**config.mk**
```make
export PLATFORM = sky130hd
export DESIGN_NAME = half_adder_bist_flat
export DESIGN_NICKNAME = d
export VERILOG_FILES = /design/src/rtl/half_adder_bist_pkg.sv /design/src/rtl/half_adder_bist_if.sv /design/src/rtl/half_adder.sv /design/src/rtl/half_adder_bist_misr4.sv /design/src/rtl/half_adder_bist.sv /design/src/flat_wrapper.sv
export SDC_FILE = /design/constraint.sdc
export NUM_CORES = 1
export LEC_CHECK = 0
export ABC_AREA = 0
export BUFFER_PORTS_ARGS = -buffer_cell sky130_fd_sc_hd__buf_2
export CAP_MARGIN = 20
export CORE_MARGIN = 8
export CORE_UTILIZATION = 35
export DETAILED_ROUTE_END_ITERATION = 6
export PLACE_DENSITY = 0.62
export SLEW_MARGIN = 20
export SYNTH_ARGS = -nofsm -noshare
export SYNTH_HDL_FRONTEND = slang
export SYNTH_SLANG_ARGS = --single-unit
```
**constraint.sdc**
```tcl
create_clock -name clk -period 2.6 [get_ports clk]
set_input_delay 0.39 -clock clk [delete_from_list [all_inputs] [get_ports clk]]
set_output_delay 0.39 -clock clk [all_outputs]
set_load 0.02 [all_outputs]
```
**src/rtl/half_adder_bist_pkg.sv**
```systemverilog
`default_nettype none
// ============================================================================
// Module   : half_adder_bist_pkg
// Brief    : Shared FSM encodings, MISR geometry and default constants for
//            the half-adder BIST controller.
// Revision : 1.0
// ============================================================================
package half_adder_bist_pkg;

  typedef enum logic [1:0] {
    ST_IDLE = 2'd0,
    ST_RUN  = 2'd1,
    ST_DONE = 2'd2
  } state_t;

  localparam int          c_MISR_W         = 4;
  localparam int          c_TAP_HI         = 3;
  localparam int          c_TAP_LO         = 2;
  localparam logic [1:0]  c_CNT_LAST       = 2'd3;
  localparam logic [3:0]  c_DEFAULT_SEED   = 4'h0;
  localparam logic [3:0]  c_DEFAULT_GOLDEN = 4'h4;

  // One compaction step: shift left with tap feedback, then fold in {c,s}.
  function automatic logic [c_MISR_W-1:0] misr_step(
    input logic [c_MISR_W-1:0] cur,
    input logic [1:0]          resp
  );
    return {cur[c_MISR_W-2:0], cur[c_TAP_HI] ^ cur[c_TAP_LO]}
           ^ {{(c_MISR_W-2){1'b0}}, resp};
  endfunction

endpackage
`default_nettype wire

```
**src/rtl/half_adder_bist_if.sv**
```systemverilog
`default_nettype none
// ============================================================================
// Module   : half_adder_bist_if
// Brief    : Test-access side control/status bundle of the half-adder BIST.
// Revision : 1.0
// ============================================================================
interface half_adder_bist_if;
  import half_adder_bist_pkg::*;

  logic                start;
  logic                fault_inject;
  logic                busy;
  logic                done;
  logic                pass;
  logic [c_MISR_W-1:0] signature;

  modport master (
    output start,
    output fault_inject,
    input  busy,
    input  done,
    input  pass,
    input  signature
  );

  modport slave (
    input  start,
    input  fault_inject,
    output busy,
    output done,
    output pass,
    output signature
  );

endinterface
`default_nettype wire

```
**src/rtl/half_adder.sv**
```systemverilog
`default_nettype none
// ============================================================================
// Module   : half_adder
// Brief    : Single-bit half adder, the cell exercised by the BIST.
// Revision : 1.0
// ============================================================================
module half_adder (
  input  wire logic a,
  input  wire logic b,
  output logic      s,
  output logic      c
);

  assign s = a ^ b;
  assign c = a & b;

endmodule
`default_nettype wire

```
**src/rtl/half_adder_bist_misr4.sv**
```systemverilog
`default_nettype none
// ============================================================================
// Module   : misr4
// Brief    : 4-bit multiple-input signature register with synchronous load.
// Revision : 1.0
// ============================================================================
module misr4
  import half_adder_bist_pkg::*;
#(
  parameter logic [c_MISR_W-1:0] RESET_VAL = c_DEFAULT_SEED
) (
  input  wire logic                clk,
  input  wire logic                rst_n,
  input  wire logic                load,
  input  wire logic [c_MISR_W-1:0] load_val,
  input  wire logic                en,
  input  wire logic [1:0]          d,
  output logic      [c_MISR_W-1:0] q
);

  logic [c_MISR_W-1:0] r_misr;

  // Load wins over compaction so a restart always begins from the seed.
  always_ff @(posedge clk or negedge rst_n) begin
    if (!rst_n) begin
      r_misr <= RESET_VAL;
    end else if (load) begin
      r_misr <= load_val;
    end else if (en) begin
      r_misr <= misr_step(r_misr, d);
    end
  end

  assign q = r_misr;

endmodule
`default_nettype wire

```
**src/rtl/half_adder_bist.sv**
```systemverilog
`default_nettype none
// ============================================================================
// Module   : half_adder_bist
// Brief    : Exhaustive-pattern BIST controller for the half_adder cell with
//            MISR response compaction and golden-signature compare.
// Revision : 1.0
// ============================================================================
module half_adder_bist
  import half_adder_bist_pkg::*;
#(
  parameter logic [c_MISR_W-1:0] SEED   = c_DEFAULT_SEED,
  parameter logic [c_MISR_W-1:0] GOLDEN = c_DEFAULT_GOLDEN
) (
  input  wire logic         clk,
  input  wire logic         rst_n,
  half_adder_bist_if.slave  bus
);

  state_t              r_state;
  logic [1:0]          r_cnt;
  logic                r_busy;
  logic                r_done;
  logic                r_pass;

  logic                w_run;
  logic                w_accept;
  logic                w_a;
  logic                w_b;
  logic                w_s;
  logic                w_c;
  logic [1:0]          w_resp;
  logic [c_MISR_W-1:0] w_sig;
  logic [c_MISR_W-1:0] w_misr_next;

  assign w_run    = (r_state == ST_RUN);
  assign w_accept = bus.start && (r_state != ST_RUN);

  // Cell inputs are parked at 0 outside of RUN.
  assign w_a = w_run & r_cnt[1];
  assign w_b = w_run & r_cnt[0];

  half_adder u_half_adder (
    .a (w_a),
    .b (w_b),
    .s (w_s),
    .c (w_c)
  );

  assign w_resp      = {w_c, w_s ^ bus.fault_inject};
  assign w_misr_next = misr_step(w_sig, w_resp);

  misr4 #(
    .RESET_VAL (SEED)
  ) u_misr4 (
    .clk      (clk),
    .rst_n    (rst_n),
    .load     (w_accept),
    .load_val (SEED),
    .en       (w_run),
    .d        (w_resp),
    .q        (w_sig)
  );

  always_ff @(posedge clk or negedge rst_n) begin
    if (!rst_n) begin
      r_state <= ST_IDLE;
      r_cnt   <= 2'd0;
      r_busy  <= 1'b0;
      r_done  <= 1'b0;
      r_pass  <= 1'b0;
    end else begin
      case (r_state)
        ST_IDLE, ST_DONE: begin
          if (bus.start) begin
            r_state <= ST_RUN;
            r_cnt   <= 2'd0;
            r_busy  <= 1'b1;
            r_done  <= 1'b0;
            r_pass  <= 1'b0;
          end
        end
        ST_RUN: begin
          r_cnt <= r_cnt + 2'd1;
          // Terminal count ends the session; the compare sees the final fold.
          if (r_cnt == c_CNT_LAST) begin
            r_state <= ST_DONE;
            r_busy  <= 1'b0;
            r_done  <= 1'b1;
            r_pass  <= (w_misr_next == GOLDEN);
          end
        end
        default: begin
          r_state <= ST_IDLE;
          r_cnt   <= 2'd0;
          r_busy  <= 1'b0;
          r_done  <= 1'b0;
          r_pass  <= 1'b0;
        end
      endcase
    end
  end

  assign bus.busy      = r_busy;
  assign bus.done      = r_done;
  assign bus.pass      = r_pass;
  assign bus.signature = w_sig;

endmodule
`default_nettype wire

```
**src/flat_wrapper.sv**
```systemverilog
// flat-port wrapper written by rule: the top's interface ports become plain ports
module half_adder_bist_flat import half_adder_bist_pkg::*;
#(
  parameter logic [c_MISR_W-1:0] SEED   = c_DEFAULT_SEED,
  parameter logic [c_MISR_W-1:0] GOLDEN = c_DEFAULT_GOLDEN
)
  (clk, rst_n, bus_start, bus_fault_inject, bus_busy, bus_done, bus_pass, bus_signature);
  half_adder_bist_if bus_i ();
  input  wire logic clk;
  input  wire logic rst_n;
  input wire logic [$bits(bus_i.start)-1:0] bus_start;
  input wire logic [$bits(bus_i.fault_inject)-1:0] bus_fault_inject;
  output wire logic [$bits(bus_i.busy)-1:0] bus_busy;
  output wire logic [$bits(bus_i.done)-1:0] bus_done;
  output wire logic [$bits(bus_i.pass)-1:0] bus_pass;
  output wire logic [$bits(bus_i.signature)-1:0] bus_signature;
  assign bus_i.start = bus_start;
  assign bus_i.fault_inject = bus_fault_inject;
  assign bus_busy = bus_i.busy;
  assign bus_done = bus_i.done;
  assign bus_pass = bus_i.pass;
  assign bus_signature = bus_i.signature;
  half_adder_bist #(.SEED(SEED), .GOLDEN(GOLDEN)) u_core (.clk(clk), .rst_n(rst_n), .bus(bus_i));
endmodule
```
### Word level (Yosys, flattened, before mapping)

Index checks and enable logic that the tools add are counted.

| operators by class | value |
|---|---|
| add/subtract/negate cells | 1 |
| multiply operators | 0 |
| div/mod/pow operators | 0 |
| $lt $le $gt $ge | 0 |
| equality and inequality tests | 7 |
| shift-type cells | 0 |
| mux-type cells | 15 |
| bitwise gates (word level) | 7 |
| reductions and logical operators | 5 |

Operator list:

| kind | count |
|---|---|
| 2-to-1 mux 4 bit | 2 |
| one-hot mux 2 bit (2 select lines) | 2 |
| 2-to-1 mux 2 bit | 3 |
| one-hot mux 1 bit (2 select lines) | 3 |
| 2-to-1 mux 1 bit | 5 |
| equality test 2 bit (second input constant) | 2 |
| equality test 4 x 3 -> 1 bit (second input constant) | 1 |
| != test 2 bit (second input constant) | 2 |
| XOR 4 x 2 -> 4 bit | 1 |
| AND 1 bit | 3 |
| XOR 1 bit | 3 |
| adder 2 x 1 -> 2 bit (second input constant) | 1 |
| equality test 2 x 1 -> 1 bit (second input constant) | 1 |
| zero test 2 bit | 1 |
| != test 2 x 1 -> 1 bit (second input constant) | 1 |
| AND reduction 2 bit | 1 |
| nonzero test 2 bit | 1 |
| OR reduction 2 bit | 1 |
| logical AND 1 bit | 1 |

| word-level totals | value |
|---|---|
| bits in registers | 11 |
| bits in latches | 0 |
| RAM bits | 0 |
| ROM bits | 0 |
| bits of input ports | 4 |
| output and inout port bits | 7 |
| word-level logic and storage cells | 41 |
| memories | 0 |

### Depth between registers and ports, before layout

Gate-level depths: netlist of the first run.

| depth | value |
|---|---|
| depth after elaboration | 8 |
| mapped depth | 7 |
| mapped depth without buffers | 6 |

### Cells and area by module

A second synthesis of the first run with hierarchy kept.

| unflattened totals | value |
|---|---|
| cell total of the unflattened synthesis | 49 |
| area, all modules | 528.0 um^2 |

By module, submodules not included:

| module | times used | cells each | area an instance (um^2) | seq. area each (um^2) |
|---|---|---|---|---|
| half_adder_bist | 1 | 25 | 266.5 | 125.1 |
| misr4 | 1 | 23 | 249.0 | 100.1 |
| half_adder | 1 | 1 | 12.5 | 0.0 |

### Least setup slack after synthesis of the first run

No wires, ideal clock.

| timing path | value |
|---|---|
| path type | register to register |
| from | register u_core.r_state[0] |
| to | register u_core.u_misr4.r_misr[0], in the netlist u_core.u_misr4.q[0] |
| library setup time | 0.118 ns |
| data arrival time | 1.533 ns |
| data required time | 2.482 ns |
| path slack | 0.949 ns |
| cell stages (with the launch flop) | 8 |
| path buffers | 1 |
| period minus slack after synthesis | 1.651 ns |
| cell sequence | dfrtp_1 -> nor2b_4 -> buf_6 -> and2_1 -> ha_1 -> xor2_1 -> xnor2_1 -> a21o_1 |

| between the ends | value |
|---|---|
| cells in the longest elaborated chain, start to end | 7 |
| elaborated cells between the ends (all ways) | 11 |
| those cells by class | eq/ne (2); mux (2); bitwise (5); reduce/logical (2) |

Ends and longest elaborated chain:

| element | line | text |
|---|---|---|
| start: declaration | half_adder_bist.sv:19 | `state_t r_state;` |
| start signal: assignment | half_adder_bist.sv:66 | `r_state <= ST_IDLE;` |
| start signal: assignment | half_adder_bist.sv:75 | `r_state <= ST_RUN;` |
| start signal: assignment | half_adder_bist.sv:86 | `r_state <= ST_DONE;` |
| equality test 2 x 1 -> 1 bit | half_adder_bist.sv:35 | `assign w_run = (r_state == ST_RUN);` |
| AND 1 bit (on tied branches) | half_adder_bist.sv:39, half_adder_bist.sv:40 |  |
| XOR 1 bit | half_adder.sv:14 | `assign s = a ^ b;` |
| XOR 1 bit | half_adder_bist.sv:49 | `assign w_resp = {w_c, w_s ^ bus.fault_inject};` |
| XOR 4 x 2 -> 4 bit | half_adder_bist_pkg.sv:29 | `^ {{(c_MISR_W-2){1'b0}}, resp};` |
| 2-to-1 mux 4 bit | half_adder_bist_misr4.sv:29 | `end else if (en) begin` |
| 2-to-1 mux 4 bit | half_adder_bist_misr4.sv:27 | `end else if (load) begin` |
| end signal: assignment | half_adder_bist_misr4.sv:28 | `r_misr <= load_val;` |
| end signal: assignment | half_adder_bist_misr4.sv:30 | `r_misr <= misr_step(r_misr, d);` |
| end: declaration | half_adder_bist_misr4.sv:21 | `logic [c_MISR_W-1:0] r_misr;` |

Parallel ways exist; a longest one is shown, timed or not. The select of a mux whose other input is x is not followed.
A chain may end at the register's enable or synchronous reset.

### Worst setup path after layout of the first run

Ends and elaborated chain as after synthesis.

==> metrics.cfg, run 1 <==
[status]
status=completed

[clock_network]
cts.sinks=11
cts_tree=built
clkTransAtPathRegs_ns=0.07
htreeDepth=1
cts_resized=0
root_buffer=clkbuf_4
clockBufferDepth=2
cts_buffers=3
clk_latency_ns=0.27

[global_route]
grt_pass1_wl_um=1770
antenna_found_initial=0
track_usage=0.0845
grt_max_degree=12
overflow=0
grt_pass1_vias=425

[power]
leakagePower_uw=0.000322
ir_drop_mv=0.426
p_per_area_mw_per_mm2=1310

[sta]
worst_pin_slew_ns=0.248
finalClockSkew_ns=0.00207
post-route-min-period_ns=1.66
rsz0062_at_grt=false
max_freq_mhz=602
setup_viol=0
maxSlewViolCount=0
hold_viol=0
maxSlewHeadroom=0.834
finalCritPeriodShare=0.638
totalNegativeSetupSlack_ns=0

[synthesis]
synth_compound_area_frac=0.106
synthXorXnorAreaFrac=0.0662
yosys.area_share.adder=0.0473
yosys.area.top_type_share=0.520
syn_inst=50
synth_top_family_by_area=simple AND/OR/NAND/NOR gates
synth.avg_cell_area_um2=10.6
synth_area_leaders=dfrtp_1, nand2_1, xnor2_1
syn-cell-area_um2=529
synth_cell_types=19
yosysWarnings=0
synth_area_leader_cell=dfrtp_1
synthMuxAreaShare=0
ys_ff_latch=11
synthSimpleGateAreaFrac=0.239
yosysSeqAreaShare=0.520
synth_nets=56

[die]
chipHeight_um=54.9
start_util=0.364
dieArea_mm2=0.00301
num_rows=14
io_pins=11
die_w_um=54.9
coreArea_mm2=0.00145

[placed_design]
place_area_um2=588
place.port_buffers=10
gp_congestion=0.731
dp_hpwl_um=795

[routing]
routed_via_density=4.94
drtIter0Drc=0
vias=395
ant_nets=0
drc=0
first_pass_iters=1
wire_per_inst_um=12.9
wl_um=1030

[critical_path]
path_class=reg -> reg
critPathRequiredTime_ns=2.76
worstPathArrival_ns=1.82
cp-start-kind=flip-flop
path_max_fanout=10
end_kind=flip-flop

[layout]
fin_area_um2=624
fillers=145
layout.nets=71
drive_gt1_frac=0.219
diodes=0
syn_to_final_growth_pct=18.0

[flow_run]
drv_cap=0

[hold_path]
hp-class=in -> reg

## metrics by stage
step                setup slack, ns  power, uW  hold WS (ns)  cells  utilization
floorplan                     0.949        621        0.0944     50            -
global placement              0.983        700         0.276     75        0.404
detailed placement            0.941        712         0.274     75        0.404
CTS                           0.926        831         0.432     80        0.429
global route                  0.796        895         0.467     80        0.429
finish                        0.940        815         0.435     80        0.429
## worst paths after layout
kind                                   startpoint             endpoint  slack, ns  cells past startpoint
min in group asynchronous                   rst_n    u_core.r_state[0]       0.52                      2
max in group asynchronous                   rst_n  u_core.u_misr4.q[3]       1.88                      2
worst max register to register  u_core.r_state[0]  u_core.u_misr4.q[0]       0.94                      6
worst max-delay path            u_core.r_state[0]  u_core.u_misr4.q[0]       0.94                      6
worst min-delay path                    bus_start      u_core.bus.busy       0.43                      3
worst min register to register    u_core.bus.busy      u_core.bus.busy       0.47                      2
## layer usage
metal  vias up  wire length (um)  GRT usage
li1        201                 -          -
met1       181               437     0.0876
met2         9               482      0.136
met3         4                63     0.0245
met4         0                44     0.0738
met5         -                 0          0
## kinds of logic after synthesis
| group | Yosys count |
|---|---|
| simple gates | 23 |
| flops | 11 |
| compound gates | 9 |
| xor+xnor | 4 |
| fa+ha+maj | 2 |
| buf+inv | 1 |
## area by class of cell
cell class	instances	area [um^2]	share of cell area
Timing Repair Buffer	11	60.1	0.0962
Clock buffer	4	26.3	0.0421
Tap cell	16	20.0	0.0321
Multi-Input combinational cell	38	243	0.389
Sequential cell	11	275	0.441
## critical path: stages, from the launching register on
cell	delay (ns)
dfrtp_1	0.41
nor2b_4	0.26
and2_1	0.16
ha_1	0.23
xor2_1	0.15
xnor2_1	0.14
a21o_1	0.19
## cells in the final DEF, fill, tap and decap left out
master,count
ha_1,2
dfrtp_1,11
nand2b_1,2
o21ai_0,5
a22o_1,1
o2bb2ai_1,1
clkbuf_4,3
nor2b_4,1
nand4_1,1
and2_1,2
a21o_1,1
xor2_1,1
clkbuf_1,1
nand3b_1,3
xnor2_1,3
buf_2,10
nand2_1,11
nor3b_1,1
dlygate4sd3_1,1
nor2b_1,1
nor2_1,1
o22ai_1,1
## registers in the layout, summed over array words and instances, names as in the netlist
name	count
u_core.bus.busy	1
u_core.bus.done	1
u_core.bus.pass	1
u_core.r_cnt	2
u_core.r_state	2
u_core.u_misr4.q	4
## power by group
part / internal, uW / switching [uW]
Sequential: 245 / 61.5
Combinational: 171 / 223
Clock: 59.4 / 55.9
## Yosys cell counts (all sizes together)
library cell	count
a21o	1
a22o	1
and2	2
buf	1
dfrtp	11
ha	2
nand2	11
nand2b	2
nand3b	3
nand4	1
nor2	1
nor2b	2
nor3b	1
o21ai	5
o22ai	1
o2bb2ai	1
xnor2	3
xor2	1
## repair_timing
action                    CTS  global route
hold endpoints to repair   11             0
hold buffers                1             0
setup buffers               0             0
(Power assumes the default switching activity.)
==> inputs of run 2 (changes only) <==
--- a/config.mk
+++ b/config.mk
@@ -5,13 +5,13 @@
 export SDC_FILE = /design/constraint.sdc
 export NUM_CORES = 1
 export LEC_CHECK = 0
-export ABC_AREA = 0
+export ABC_AREA = 1
 export BUFFER_PORTS_ARGS = -buffer_cell sky130_fd_sc_hd__buf_2
 export CAP_MARGIN = 20
 export CORE_MARGIN = 8
 export CORE_UTILIZATION = 35
 export DETAILED_ROUTE_END_ITERATION = 6
-export PLACE_DENSITY = 0.62
+export PLACE_DENSITY = 0.64
 export SLEW_MARGIN = 20
 export SYNTH_ARGS = -nofsm -noshare
 export SYNTH_HDL_FRONTEND = slang
==> constraint.sdc (replaced) <==
create_clock -name clk -period 1.35 [get_ports clk]
set_input_delay 0.2025 -clock clk [delete_from_list [all_inputs] [get_ports clk]]
set_output_delay 0.2025 -clock clk [all_outputs]
set_load 0.02 [all_outputs]
==> metrics.cfg, run 2 <==
[critical_path]
path_depth=10
r2r_slack_ns=0.04
crit_chain=inv_2 -> nand2_4 -> nor2_4 -> ha_4 -> nand2_1 -> nand2_1 -> nand2_1 -> nand2_2 -> nand2_1 -> nand2_1
end_kind=flip-flop
critPathRequiredTime_ns=1.51
path_max_fanout=3
reg2reg_from=u_core.r_state[1]
path_buf_inv=1
cp_slowest_cell=dfrtp_1
crit_path_max_incr_delay_ns=0.38
path_delay_family=simple AND/OR/NAND/NOR gates
ff2ff_path_depth=10
path_common_cell=nand2_1
cp-start-kind=flip-flop
r2r-end=u_core.u_misr4.q[0]
path_class=reg -> reg
worstPathArrival_ns=1.47

[clock_network]
clk_latency_ns=0.26
cts_tree=built
cts.sinks=11
cts_buffers=3
root_buffer=clkbuf_4
clkTransAtPathRegs_ns=0.08
clockBufferDepth=2
htreeDepth=1

[flow_run]
drv_cap=0

[synthesis]
yosys.area.top_type_share=0.513
synth_most_common_cell=nand2_1
synth.avg_cell_area_um2=8.01
yosysWarnings=0
synth_area_leaders=dfrtp_1, nand2_1, inv_1
synth_area_leader_cell=dfrtp_1
syn-cell-area_um2=537
synth_cell_types=12
synth_edf_count=0
async_reset_ff_frac=1.00
synth_nets=73
yosysSeqAreaShare=0.513
synthFlopType=dfrtp_1
syn_inst=67
synth_common_cells=nand2_1, dfrtp_1, inv_1
ys_ff_latch=11

[sta]
worst_pin_slew_ns=0.247
setup_viol=0
max_freq_mhz=764
finalCritPeriodShare=0.970
maxSlewViolCount=0
finalClockSkew_ns=0.00901
hold-worst-slack_ns=0.247
hold_viol=0
maxSlewHeadroom=0.836
post-route-min-period_ns=1.31
rsz0062_at_grt=true

[layout]
finalCoreUtilization=0.474
final_common_cell=nand2_1
syn_to_final_growth_pct=29.8
fillers=147
fin_area_um2=697
final_cell_mix=nand2_1, dfrtp_1, buf_2, inv_1
fin_cells=100
largest_register_ffs=4
diodes=0
drive_gt1_frac=0.298
layout.nets=91

[power]
power_uw=1740
clkPwrFrac=0.128
leakagePower_uw=0.000374
p_sw_uw=784
p_per_area_mw_per_mm2=2490
power_frac_comb=0.551
internal-power_uw=955
p_seq_frac=0.321
ir_drop_mv=0.872
swShare=0.451

[die]
start_util=0.365
num_rows=14
chipHeight_um=55.2
coreArea_mm2=0.00147
die_w_um=55.2
io_pins=11
dieArea_mm2=0.00304

[routing]
wl_met3_um=61
drc=0
wire_per_inst_um=10.1
top_layer=met4
met2_length_um=459
wl_um=1010
routed_via_density=4.50
vias=450
wirelength_met1_um=474
first_pass_iters=4
ant_nets=0
drtIter0Drc=9

[global_route]
grt_max_degree=12
antenna_found_initial=0
overflow=0
grt_pass1_wl_um=1660
grt_pass1_vias=400
track_usage=0.0754

[hold_path]
hold_depth=4
holdPathEnd=u_core.u_misr4.q[0]
min_from=bus_start
hp-class=in -> reg

[placed_design]
gp_congestion=0.745
place.port_buffers=10
place_area_um2=627
dp_hpwl_um=803
dp_cells=95

[status]
status=completed

## run 2: power by group through the flow
stage | clock, uW | sequential [uW] | combinational, uW
final | 222 | 558 | 959
after global routing | 251 | 573 | 1090
after CTS | 226 | 555 | 868
after detailed placement | 0 | 560 | 841
after global placement | 0 | 554 | 834
after floorplan | 0 | 653 | 501
## run 2: logic make-up (layout without fill, tap and decap cells)
logic type,Yosys count,count (layout),share of synthesized area
xor gates and xnor gates,1,1,0.0163
AOI/OAI and AO/OA,10,10,0.110
adders and majority gates,2,2,0.0466
DFF,11,11,0.513
buffers and inverters,11,28,0.0769
and+or+nand+nor,32,32,0.238
## run 2: worst max-delay path by stage
stage | start | end
after floorplan | u_core.r_state[1] | u_core.bus.pass
after global placement | u_core.r_state[1] | u_core.bus.pass
after detailed placement | u_core.r_state[1] | u_core.bus.pass
after CTS | u_core.r_state[1] | u_core.bus.pass
after global routing | u_core.r_state[1] | u_core.u_misr4.q[0]
final | u_core.r_state[1] | u_core.u_misr4.q[0]
## run 2: through the flow
stage                     setup TNS, ns  setup WS (ns)
after detailed placement        -0.0444        -0.0444
after global routing            -0.0887        -0.0550
after global placement          -0.0159        -0.0159
final                                 0         0.0409
after floorplan                       0         0.0161
after CTS                             0         0.0114
## run 2: worst min-delay path, cell delays in order
cell and delay [ns]:
buf_2 0.09, inv_1 0.06, nand3_1 0.08, nand2_1 0.05
## run 2: metal layers
metal / vias up / track usage
met3: 2 / 0.0241
li1: 245 / -
met2: 9 / 0.101
met5: - / 0
met1: 194 / 0.101
met4: 0 / 0.0480
## run 2: timing repair
action | CTS | global route
buffers inserted | 0 | 0
gates resized for setup | 4 | 7
pin swaps | 2 | 7
endpoints found under the setup margin | 2 | 2
hold buffers | 1 | 0
hold endpoints to repair | 11 | 0
## run 2: area by class of cell
| class | count | area, um^2 | area share |
|---|---|---|---|
| clock buffers | 4 | 26.3 | 0.0377 |
| inverters | 11 | 41.3 | 0.0592 |
| multi-input cells | 45 | 259 | 0.372 |
| flip-flops and latches | 11 | 275 | 0.395 |
| well taps | 16 | 20.0 | 0.0287 |
| repair buffers | 13 | 75.1 | 0.108 |
==> inputs of run 3 (changes only) <==
--- a/config.mk
+++ b/config.mk
@@ -8,10 +8,10 @@
 export ABC_AREA = 1
 export BUFFER_PORTS_ARGS = -buffer_cell sky130_fd_sc_hd__buf_2
 export CAP_MARGIN = 20
-export CORE_MARGIN = 8
+export CORE_MARGIN = 10
 export CORE_UTILIZATION = 35
 export DETAILED_ROUTE_END_ITERATION = 6
-export PLACE_DENSITY = 0.64
+export PLACE_DENSITY = 0.62
 export SLEW_MARGIN = 20
 export SYNTH_ARGS = -nofsm -noshare
 export SYNTH_HDL_FRONTEND = slang
==> constraint.sdc (replaced) <==
create_clock -name clk -period 1.4 [get_ports clk]
set_input_delay 0.21 -clock clk [delete_from_list [all_inputs] [get_ports clk]]
set_output_delay 0.21 -clock clk [all_outputs]
set_load 0.02 [all_outputs]
==> metrics.cfg, run 3 (synthesized netlist as in run 2, its figures left out) <==
[power]
power_uw=1690
swShare=0.449
clkPwrFrac=0.130
p_per_area_mw_per_mm2=2420
leakagePower_uw=0.000377
internal-power_uw=933
p_sw_uw=760
p_seq_frac=0.315
power_frac_comb=0.555
ir_drop_mv=0.729

[die]
die_w_um=59.2
coreArea_mm2=0.00147
chipHeight_um=59.2
io_pins=11
dieArea_mm2=0.00350
num_rows=14
start_util=0.365

[placed_design]
gp_congestion=0.716
dp_hpwl_um=835
place.port_buffers=10

[sta]
finalClockSkew_ns=0.00105
post-route-min-period_ns=1.32
maxSlewHeadroom=0.840
max_freq_mhz=757
setup_viol=0
finalCritPeriodShare=0.944
rsz0062_at_grt=true
maxSlewViolCount=0
hold_viol=0
worst_pin_slew_ns=0.241

[clock_network]
clockBufferDepth=2
cts_tree=built
htreeDepth=1
cts.sinks=11
cts_buffers=3
root_buffer=clkbuf_4
clk_latency_ns=0.27
clkTransAtPathRegs_ns=0.07

[global_route]
track_usage=0.0682
antenna_found_initial=0
overflow=0
grt_max_degree=12
grt_pass1_wl_um=1850
grt_pass1_vias=471

[layout]
final_cell_mix=nand2_1, dfrtp_1, buf_2, inv_1
final_common_cell=nand2_1
layout.nets=92
diodes=0
drive_gt1_frac=0.306
largest_register_ffs=4
syn_to_final_growth_pct=30.5
fillers=147
finalCoreUtilization=0.476

[hold_path]
hp-class=in -> reg
hold_depth=4
holdPathEnd=u_core.u_misr4.q[0]
min_from=bus_start

[critical_path]
path_depth=10
cp_slowest_cell=dfrtp_1
cp-start-kind=flip-flop
reg2reg_from=u_core.r_state[1]
ff2ff_path_depth=10
crit_chain=inv_2 -> nand2_4 -> nor2_4 -> ha_4 -> inv_2 -> nand2_1 -> nand2_1 -> nand2_1 -> nand2_2 -> o21ai_1
r2r_slack_ns=0.08
path_buf_inv=2
worstPathArrival_ns=1.49
critPathRequiredTime_ns=1.56
path_max_fanout=3
path_delay_family=simple AND/OR/NAND/NOR gates
crit_path_max_incr_delay_ns=0.38
r2r-end=u_core.bus.pass
end_kind=flip-flop
path_common_cell=nand2_1
path_class=reg -> reg

[routing]
drc=0
ant_nets=0
vias=462
routed_via_density=4.57
first_pass_iters=4
wl_um=1060
drtIter0Drc=22
wire_per_inst_um=10.5

[flow_run]
drv_cap=0

[status]
status=completed

[run 3: layer usage]
| layer | global-route usage | part of all wire | vias to the layer above |
|---|---|---|---|
| met1 | 0.0686 | 0.44 | 200 |
| met2 | 0.110 | 0.45 | 13 |
| met3 | 0.0172 | 0.075 | 4 |
| li1 | - | - | 245 |
| met5 | 0 | 0 | - |
| met4 | 0.0689 | 0.040 | 0 |
[run 3: tightest hold or removal path, cell delays in order]
cell,delay (ns)
buf_2,0.09
inv_1,0.06
nand3_1,0.08
nand2_1,0.05
[run 3: how the worst max path moves through the flow]
stage                            startpoint              end  slack, ns
after floorplan           u_core.r_state[0]  u_core.bus.pass       0.04
after global placement    u_core.r_state[1]  u_core.bus.pass       0.04
after detailed placement  u_core.r_state[1]  u_core.bus.pass      0.001
after CTS                 u_core.r_state[1]  u_core.bus.pass       0.02
after global routing      u_core.r_state[1]  u_core.bus.pass      -0.03
final                     u_core.r_state[1]  u_core.bus.pass       0.08
[run 3: stage by stage]
stage	cells	setup slack (ns)	hold WS, ns	setup TNS [ns]	cell area [um^2]
floorplan	67	0.0385	-0.0856	0	537
global placement	95	0.0366	0.0927	0	622
detailed placement	95	0.00128	0.0929	0	622
CTS	100	0.0154	0.252	0	658
global route	101	-0.0261	0.262	-0.0468	701
finish	101	0.0785	0.255	0	701
[run 3: area by class of cell]
class | instances | area [um^2] | area share
Sequential cell | 11 | 275 | 0.393
Multi-Input combinational cell | 45 | 255 | 0.364
Timing Repair Buffer | 14 | 82.6 | 0.118
Inverter | 11 | 41.3 | 0.0589
Clock buffer | 4 | 26.3 | 0.0375
Tap cell | 16 | 20.0 | 0.0286
[run 3: power groups by stage]
| stage | clock network, uW | registers, uW | logic (uW) |
|---|---|---|---|
| after floorplan | 0 | 625 | 475 |
| after global placement | 0 | 530 | 803 |
| after detailed placement | 0 | 535 | 817 |
| after CTS | 223 | 531 | 823 |
| after global routing | 234 | 550 | 1070 |
| final | 221 | 534 | 939 |
[run 3: repair_timing]
item / 4_1_cts / 5_1_grt
pin swaps: 1 / 5
endpoints found under the setup margin: 1 / 2
gates resized for setup: 1 / 10
hold buffers: 1 / 0
endpoints found under the hold margin: 11 / 0
setup buffers: 0 / 1
